<file path="config.mk">
export PLATFORM = sky130hd
export DESIGN_NAME = wb_rr_arbiter
export DESIGN_NICKNAME = d
export VERILOG_FILES = /design/src/rtl/wb_rr_arbiter.sv
export SDC_FILE = /design/constraint.sdc
export NUM_CORES = 1
export LEC_CHECK = 0
export CAP_MARGIN = 40
export CORE_AREA = 5 5 125 127
export DETAILED_ROUTE_END_ITERATION = 8
export DIE_AREA = 0 0 130 132
export PLACE_DENSITY = 0.57
export SLEW_MARGIN = 10
export SYNTH_ARGS = -nofsm -noshare
export SYNTH_HDL_FRONTEND = slang
export SYNTH_SLANG_ARGS = --single-unit
</file>
<file path="constraint.sdc">
create_clock -name clk -period 4.84 [get_ports clk]
set_input_delay 0.968 -clock clk [delete_from_list [all_inputs] [get_ports clk]]
set_output_delay 0.968 -clock clk [all_outputs]
set_load 0.1 [all_outputs]
</file>
<file path="src/rtl/wb_rr_arbiter.sv">
// -----------------------------------------------------------------------------
// wb_rr_arbiter
//
// Two-master to one-slave Wishbone classic arbiter. Contention is resolved
// round-robin (the master that was not granted last wins), a grant is held
// for as long as the owning master keeps cyc high, and a watchdog aborts a
// strobe that the slave leaves unanswered so a dead peripheral cannot hang
// the CPU.
//
// Parameters
//   timeout_cycles  strobe cycles without ack before the access is aborted
//                   (2..65535); the abort happens on the timeout_cycles-th
//                   strobe cycle
//   err_data        read data handed back to the master on an aborted access
//
// Ports
//   clk, rst                      clock, asynchronous active-low reset
//   m0_* / m1_*                   Wishbone master-side ports (adr/dat/sel/we/
//                                 cyc/stb in, dat/ack out)
//   s_*                           Wishbone slave-side port
//   gnt_o                         one-hot current grant, 00 while idle
//   timeout_o                     one-cycle pulse the cycle after an abort
//   timeout_cnt_o                 saturating count of aborted accesses
// -----------------------------------------------------------------------------
module wb_rr_arbiter #(
  parameter int unsigned timeout_cycles = 255,
  parameter logic [31:0] err_data       = 32'hFFFF_FFFF
) (
  input  logic        clk,
  input  logic        rst,
  // master 0
  input  logic [31:0] m0_adr_i,
  input  logic [31:0] m0_dat_i,
  output logic [31:0] m0_dat_o,
  input  logic [3:0]  m0_sel_i,
  input  logic        m0_we_i,
  input  logic        m0_cyc_i,
  input  logic        m0_stb_i,
  output logic        m0_ack_o,
  // master 1
  input  logic [31:0] m1_adr_i,
  input  logic [31:0] m1_dat_i,
  output logic [31:0] m1_dat_o,
  input  logic [3:0]  m1_sel_i,
  input  logic        m1_we_i,
  input  logic        m1_cyc_i,
  input  logic        m1_stb_i,
  output logic        m1_ack_o,
  // slave
  output logic [31:0] s_adr_o,
  output logic [31:0] s_dat_o,
  input  logic [31:0] s_dat_i,
  output logic [3:0]  s_sel_o,
  output logic        s_we_o,
  output logic        s_cyc_o,
  output logic        s_stb_o,
  input  logic        s_ack_i,
  // status
  output logic [1:0]  gnt_o,
  output logic        timeout_o,
  output logic [7:0]  timeout_cnt_o
);

  typedef enum logic [1:0] {
    IDLE   = 2'd0,
    GRANT0 = 2'd1,
    GRANT1 = 2'd2
  } state_e;

  // Watchdog value on the last strobe cycle the slave is allowed to answer.
  localparam logic [15:0] WDOG_LAST = 16'(timeout_cycles - 1);

  state_e      state_q, state_d;
  logic        last_gnt_q, last_gnt_d;   // 0 = m0 granted last, 1 = m1
  logic [15:0] wdog_q, wdog_d;
  logic        timeout_q;
  logic [7:0]  tcnt_q, tcnt_d;

  logic        granted;
  logic        sel_m1;
  logic        mx_stb;
  logic        abort;

  // Strobe of whichever master owns the bus, and the abort decision. A slave
  // ack on the final cycle wins over the abort.
  always_comb begin
    granted = (state_q != IDLE);
    sel_m1  = (state_q == GRANT1);
    mx_stb  = sel_m1 ? m1_stb_i : m0_stb_i;
    abort   = granted && mx_stb && !s_ack_i && (wdog_q == WDOG_LAST);
  end

  // Next-state logic
  always_comb begin
    // NOTE: every variable gets a default before any branch so no path can
    // leave it unassigned; otherwise synthesis infers a latch.
    state_d    = state_q;
    last_gnt_d = last_gnt_q;

    unique case (state_q)
      IDLE: begin
        if (m0_cyc_i && m1_cyc_i) begin
          state_d = last_gnt_q ? GRANT0 : GRANT1;
        end else if (m0_cyc_i) begin
          state_d = GRANT0;
        end else if (m1_cyc_i) begin
          state_d = GRANT1;
        end
      end
      // Leaving a grant always passes through IDLE, which gives the one-cycle
      // gap between owners and lets the other master win the next round.
      GRANT0: if (!m0_cyc_i) state_d = IDLE;
      GRANT1: if (!m1_cyc_i) state_d = IDLE;
      default: state_d = IDLE;
    endcase

    if (state_q == IDLE && state_d == GRANT0) last_gnt_d = 1'b0;
    if (state_q == IDLE && state_d == GRANT1) last_gnt_d = 1'b1;

    // The watchdog only measures an uninterrupted, unanswered strobe.
    if (!granted || s_ack_i || !mx_stb || abort) begin
      wdog_d = '0;
    end else begin
      wdog_d = wdog_q + 16'd1;
    end

    tcnt_d = (abort && tcnt_q != 8'hFF) ? tcnt_q + 8'd1 : tcnt_q;
  end

  // NOTE: state registers use non-blocking assignments so every flop samples
  // the pre-edge values, independent of the order the simulator runs blocks.
  always_ff @(posedge clk or negedge rst) begin
    if (!rst) begin
      state_q    <= IDLE;
      last_gnt_q <= 1'b1;
      wdog_q     <= '0;
      timeout_q  <= 1'b0;
      tcnt_q     <= '0;
    end else begin
      state_q    <= state_d;
      last_gnt_q <= last_gnt_d;
      wdog_q     <= wdog_d;
      timeout_q  <= abort;
      tcnt_q     <= tcnt_d;
    end
  end

  // Data path: combinational routing from the owning master to the slave and
  // back. Outputs depend only on registered state and live inputs, so reset
  // forces them all to zero without waiting for a clock.
  always_comb begin
    s_adr_o  = '0;
    s_dat_o  = '0;
    s_sel_o  = '0;
    s_we_o   = 1'b0;
    s_cyc_o  = 1'b0;
    s_stb_o  = 1'b0;
    m0_ack_o = 1'b0;
    m0_dat_o = '0;
    m1_ack_o = 1'b0;
    m1_dat_o = '0;

    if (granted) begin
      s_adr_o = sel_m1 ? m1_adr_i : m0_adr_i;
      s_dat_o = sel_m1 ? m1_dat_i : m0_dat_i;
      s_sel_o = sel_m1 ? m1_sel_i : m0_sel_i;
      s_we_o  = sel_m1 ? m1_we_i  : m0_we_i;
      s_cyc_o = sel_m1 ? m1_cyc_i : m0_cyc_i;
      // Withdrawing the strobe on abort tells the slave the access is gone.
      s_stb_o = mx_stb && !abort;
      if (sel_m1) begin
        m1_ack_o = s_ack_i || abort;
        m1_dat_o = abort ? err_data : s_dat_i;
      end else begin
        m0_ack_o = s_ack_i || abort;
        m0_dat_o = abort ? err_data : s_dat_i;
      end
    end
  end

  assign gnt_o         = {state_q == GRANT1, state_q == GRANT0};
  assign timeout_o     = timeout_q;
  assign timeout_cnt_o = tcnt_q;

endmodule

</file>
==> run_results.csv <==
group,metric,value,unit
synth,yosysSeqAreaShare,0.2722,
drt,routed-via-count,3691,
clocking,cts_buffer_depth,2,
floorplan,rows,44,
floorplan,die-area,17160,sq um
power,max-vdd-ir-drop,0.0004021,V
synth,synthAdderAreaFrac,0.01456,
sta,setup_tns,0,ps
setup_path,required,3870,ps
clocking,postCtsSetupBuffers,0,
setup_path,critPathMaxFanout,31,
synth,synth_mux_area_frac,0.008734,
clocking,post_cts_resize_count,0,
outcome,status,"completed",
cells_and_area,n_fill_cell,1364,
power,power-per-cell-area,431.7,nW/um^2
synth,synth_top_family_by_area,"compound AO/OA/AOI/OAI gates",
clocking,cts_root_buffer,"clkbuf_16",
setup_path,arrival,3180,ps
cells_and_area,nNetsFinal,788,
drt,routed_via_density,4.654,
drt,wl_per_cell,21.30,um
drt,drc_errors,0,
global_routing,grt_max_degree,74,
cells_and_area,syn2layout_area_growth,147.1,%
floorplan,start_util,0.1802,
synth,yosys-top-cells-count,"a22o_1 (70), o21a_1 (66), clkbuf_1 (27), dfrtp_1 (27), nor2_1 (26)",
global_routing,grt_first_pass_wirelength,24010,um
sta,whs,497.5,ps
synth,synth_edf_count,0,
synth,yosys_warnings,0,
sta,fin_crit_sh,0.8574,
global_routing,overflow,0,
setup_path,startpoint_type,"flip-flop",
clocking,numCtsBuffers,3,
floorplan,fp.dieW,130,um
drt,ant_nets,0,
drt,first_pass_iters,6,
floorplan,die_h,132,um
global_routing,grt_pass1_vias,3681,
clocking,cts.sinks,28,
synth,syn_nets,476,
sta,clock_skew,4.483,ps
synth,synth_xor_area_frac,0.06453,
worst_hold_path,hold_path_class,"reg -> reg",
sta,rsz0062_at_grt,"no",
placement,portBuffers,324,
clocking,clk_latency,260,ps
synth,syn-cell-area,2579,sq um
sta,setup_viol,0,
clocking,clk_pin_slew,70,ps
setup_path,path_class,"reg -> out",
cells_and_area,layout.cells.non_filler,793,
global_routing,track_usage,0.1827,
clocking,h-tree-depth,1,
drt,wirelength,16890,um
sta,layout_min_cycle_time,4150,ps
synth,synth.area.top_cells,"dfrtp_1 (26%), a22o_1 (24%), o21a_1 (19%), xnor2_1 (4.4%), clkbuf_1 (3.9%)",
placement,place_congestion,0.8254,
sta,relSlewSlack,0.4539,
floorplan,io_pins,325,
floorplan,core_area,14310,sq um
cells_and_area,layout-drive-gt1-share,0.2702,
drt,drt_iter0_drc,165,
power,power,2.750,mW
global_routing,antenna_found_initial,2,
synth,ys_async_sr_fraction,1.000,
placement,dp.cells,787,
synth,synth_seq_cells,28,
synth,synth_cell_type_count,34,
synth,yosys.area_share.simple,0.1271,
sta,worst_pin_slew,819.1,ps
placement,dp_hpwl,14030,um
synth,netlist.area_leader.share,0.2620,
clocking,hold_buffers,0,
synth,syn_avg_cell_area,8.712,sq um
sta,hold_viol_final,0,
power,p_leak,2.708,nW
synth,yosysMostFrequentCell,"a22o_1",
synth,synth_compound_area_frac,0.4551,
sta,slew_violations,0,
synth,yosysTopAreaCell,"dfrtp_1",
synth,syn_inst,296,
flow_run,cap_violations,0,
setup_path,endpoint_kind,"output port",
sta,fmaxAchievable,241.0,MHz
synth,synth_ff_type,"dfrtp_1",
clocking,cts_tree,"built",
==> logic make-up (layout without fill, tap and decap cells) <==
family,count (synthesis),in the layout
AOI/OAI and AO/OA,143,143
and+or+nand+nor,64,64
buffers and inverters,37,348
DFF,28,28
xor gates and xnor gates,19,19
adders and majority gates,3,3
muxes,2,2
other,0,2
==> per-layer routing <==
| metal | vias up | global-route usage | wire, um | share of wire |
|---|---|---|---|---|
| li1 | 1744 | - | - | - |
| met4 | 0 | 0.05312 | 444 | 0.026 |
| met3 | 20 | 0.05794 | 1670 | 0.099 |
| met2 | 162 | 0.3192 | 8435 | 0.50 |
| met1 | 1765 | 0.2119 | 6338 | 0.38 |
| met5 | - | 0 | 0 | 0 |
==> worst paths after layout <==
| check | from | cells after the start | endpoint | slack [ps] |
|---|---|---|---|---|
| min in group asynchronous | rst | 2 | wdog_q[4]$_DFF_PN0_ | 1090 |
| hold / removal | state_q[1]$_DFF_PN0_ | 1 | last_gnt_q$_DFFE_PN1P_ | 500 |
| setup / recovery | wdog_q[0]$_DFF_PN0_ | 8 | m0_dat_o[25] | 690 |
| hold reg to reg | state_q[1]$_DFF_PN0_ | 1 | last_gnt_q$_DFFE_PN1P_ | 500 |
| max in group asynchronous | rst | 2 | last_gnt_q$_DFFE_PN1P_ | 3440 |
| setup reg to reg | wdog_q[0]$_DFF_PN0_ | 8 | timeout_cnt_o[7]$_DFFE_PN0P_ | 1770 |
==> stage by stage <==
step	area (sq um)	setup WS [ps]	utilization
after global placement	6072	936.3	0.4242
after detailed placement	6287	872.6	0.4392
final	6371	690.1	0.4451
after floorplan	2579	889.3	-
after global routing	6371	531.5	0.4451
after CTS	6366	688.7	0.4448
==> critical path: stages (launching register included) <==
cell and delay [ps]:
dfrtp_1 420, inv_1 70, ha_1 160, or4b_1 450
or4_4 610, nor3_4 350, buf_4 390, o21a_1 170
buf_4 290
==> cell usage in the layout, fill, tap and decap left out, types with 3 or more instances in the layout <==
cell type        count
xnor2_1             13
buf_8                7
a22o_1              70
dfrtp_1             26
clkdlybuf4s50_1    186
o21a_1              66
and3_1               4
buf_16               4
nand3_1              4
ha_1                 3
inv_1                4
buf_12              36
nand2_1             10
xor2_1               6
clkbuf_16            3
buf_4              107
nor2_1              26
nand4_1              6
==> sequential cells by signal, summed over array words and instances (netlist names) <==
register,flops
last_gnt_q,1
state_q,2
timeout_cnt_o,8
timeout_o,1
wdog_q,16
==> area by class of cell <==
type,instances,area [sq um],area share
Multi-Input combinational cell,231,1735,0.2724
Antenna cell,2,5.005,0.0007855
Sequential cell,28,705.7,0.1108
Timing Repair Buffer,340,3601,0.5652
Inverter,4,15.01,0.002357
Tap cell,184,230.2,0.03614
Clock buffer,4,78.83,0.01237
==> power breakdown <==
part	switching (mW)	internal, mW
clock network	0.0763	0.113
logic	1.70	0.593
registers	0.0257	0.247
total	1.80	0.953
No activity file was read; power rests on OpenSTA's default activity.
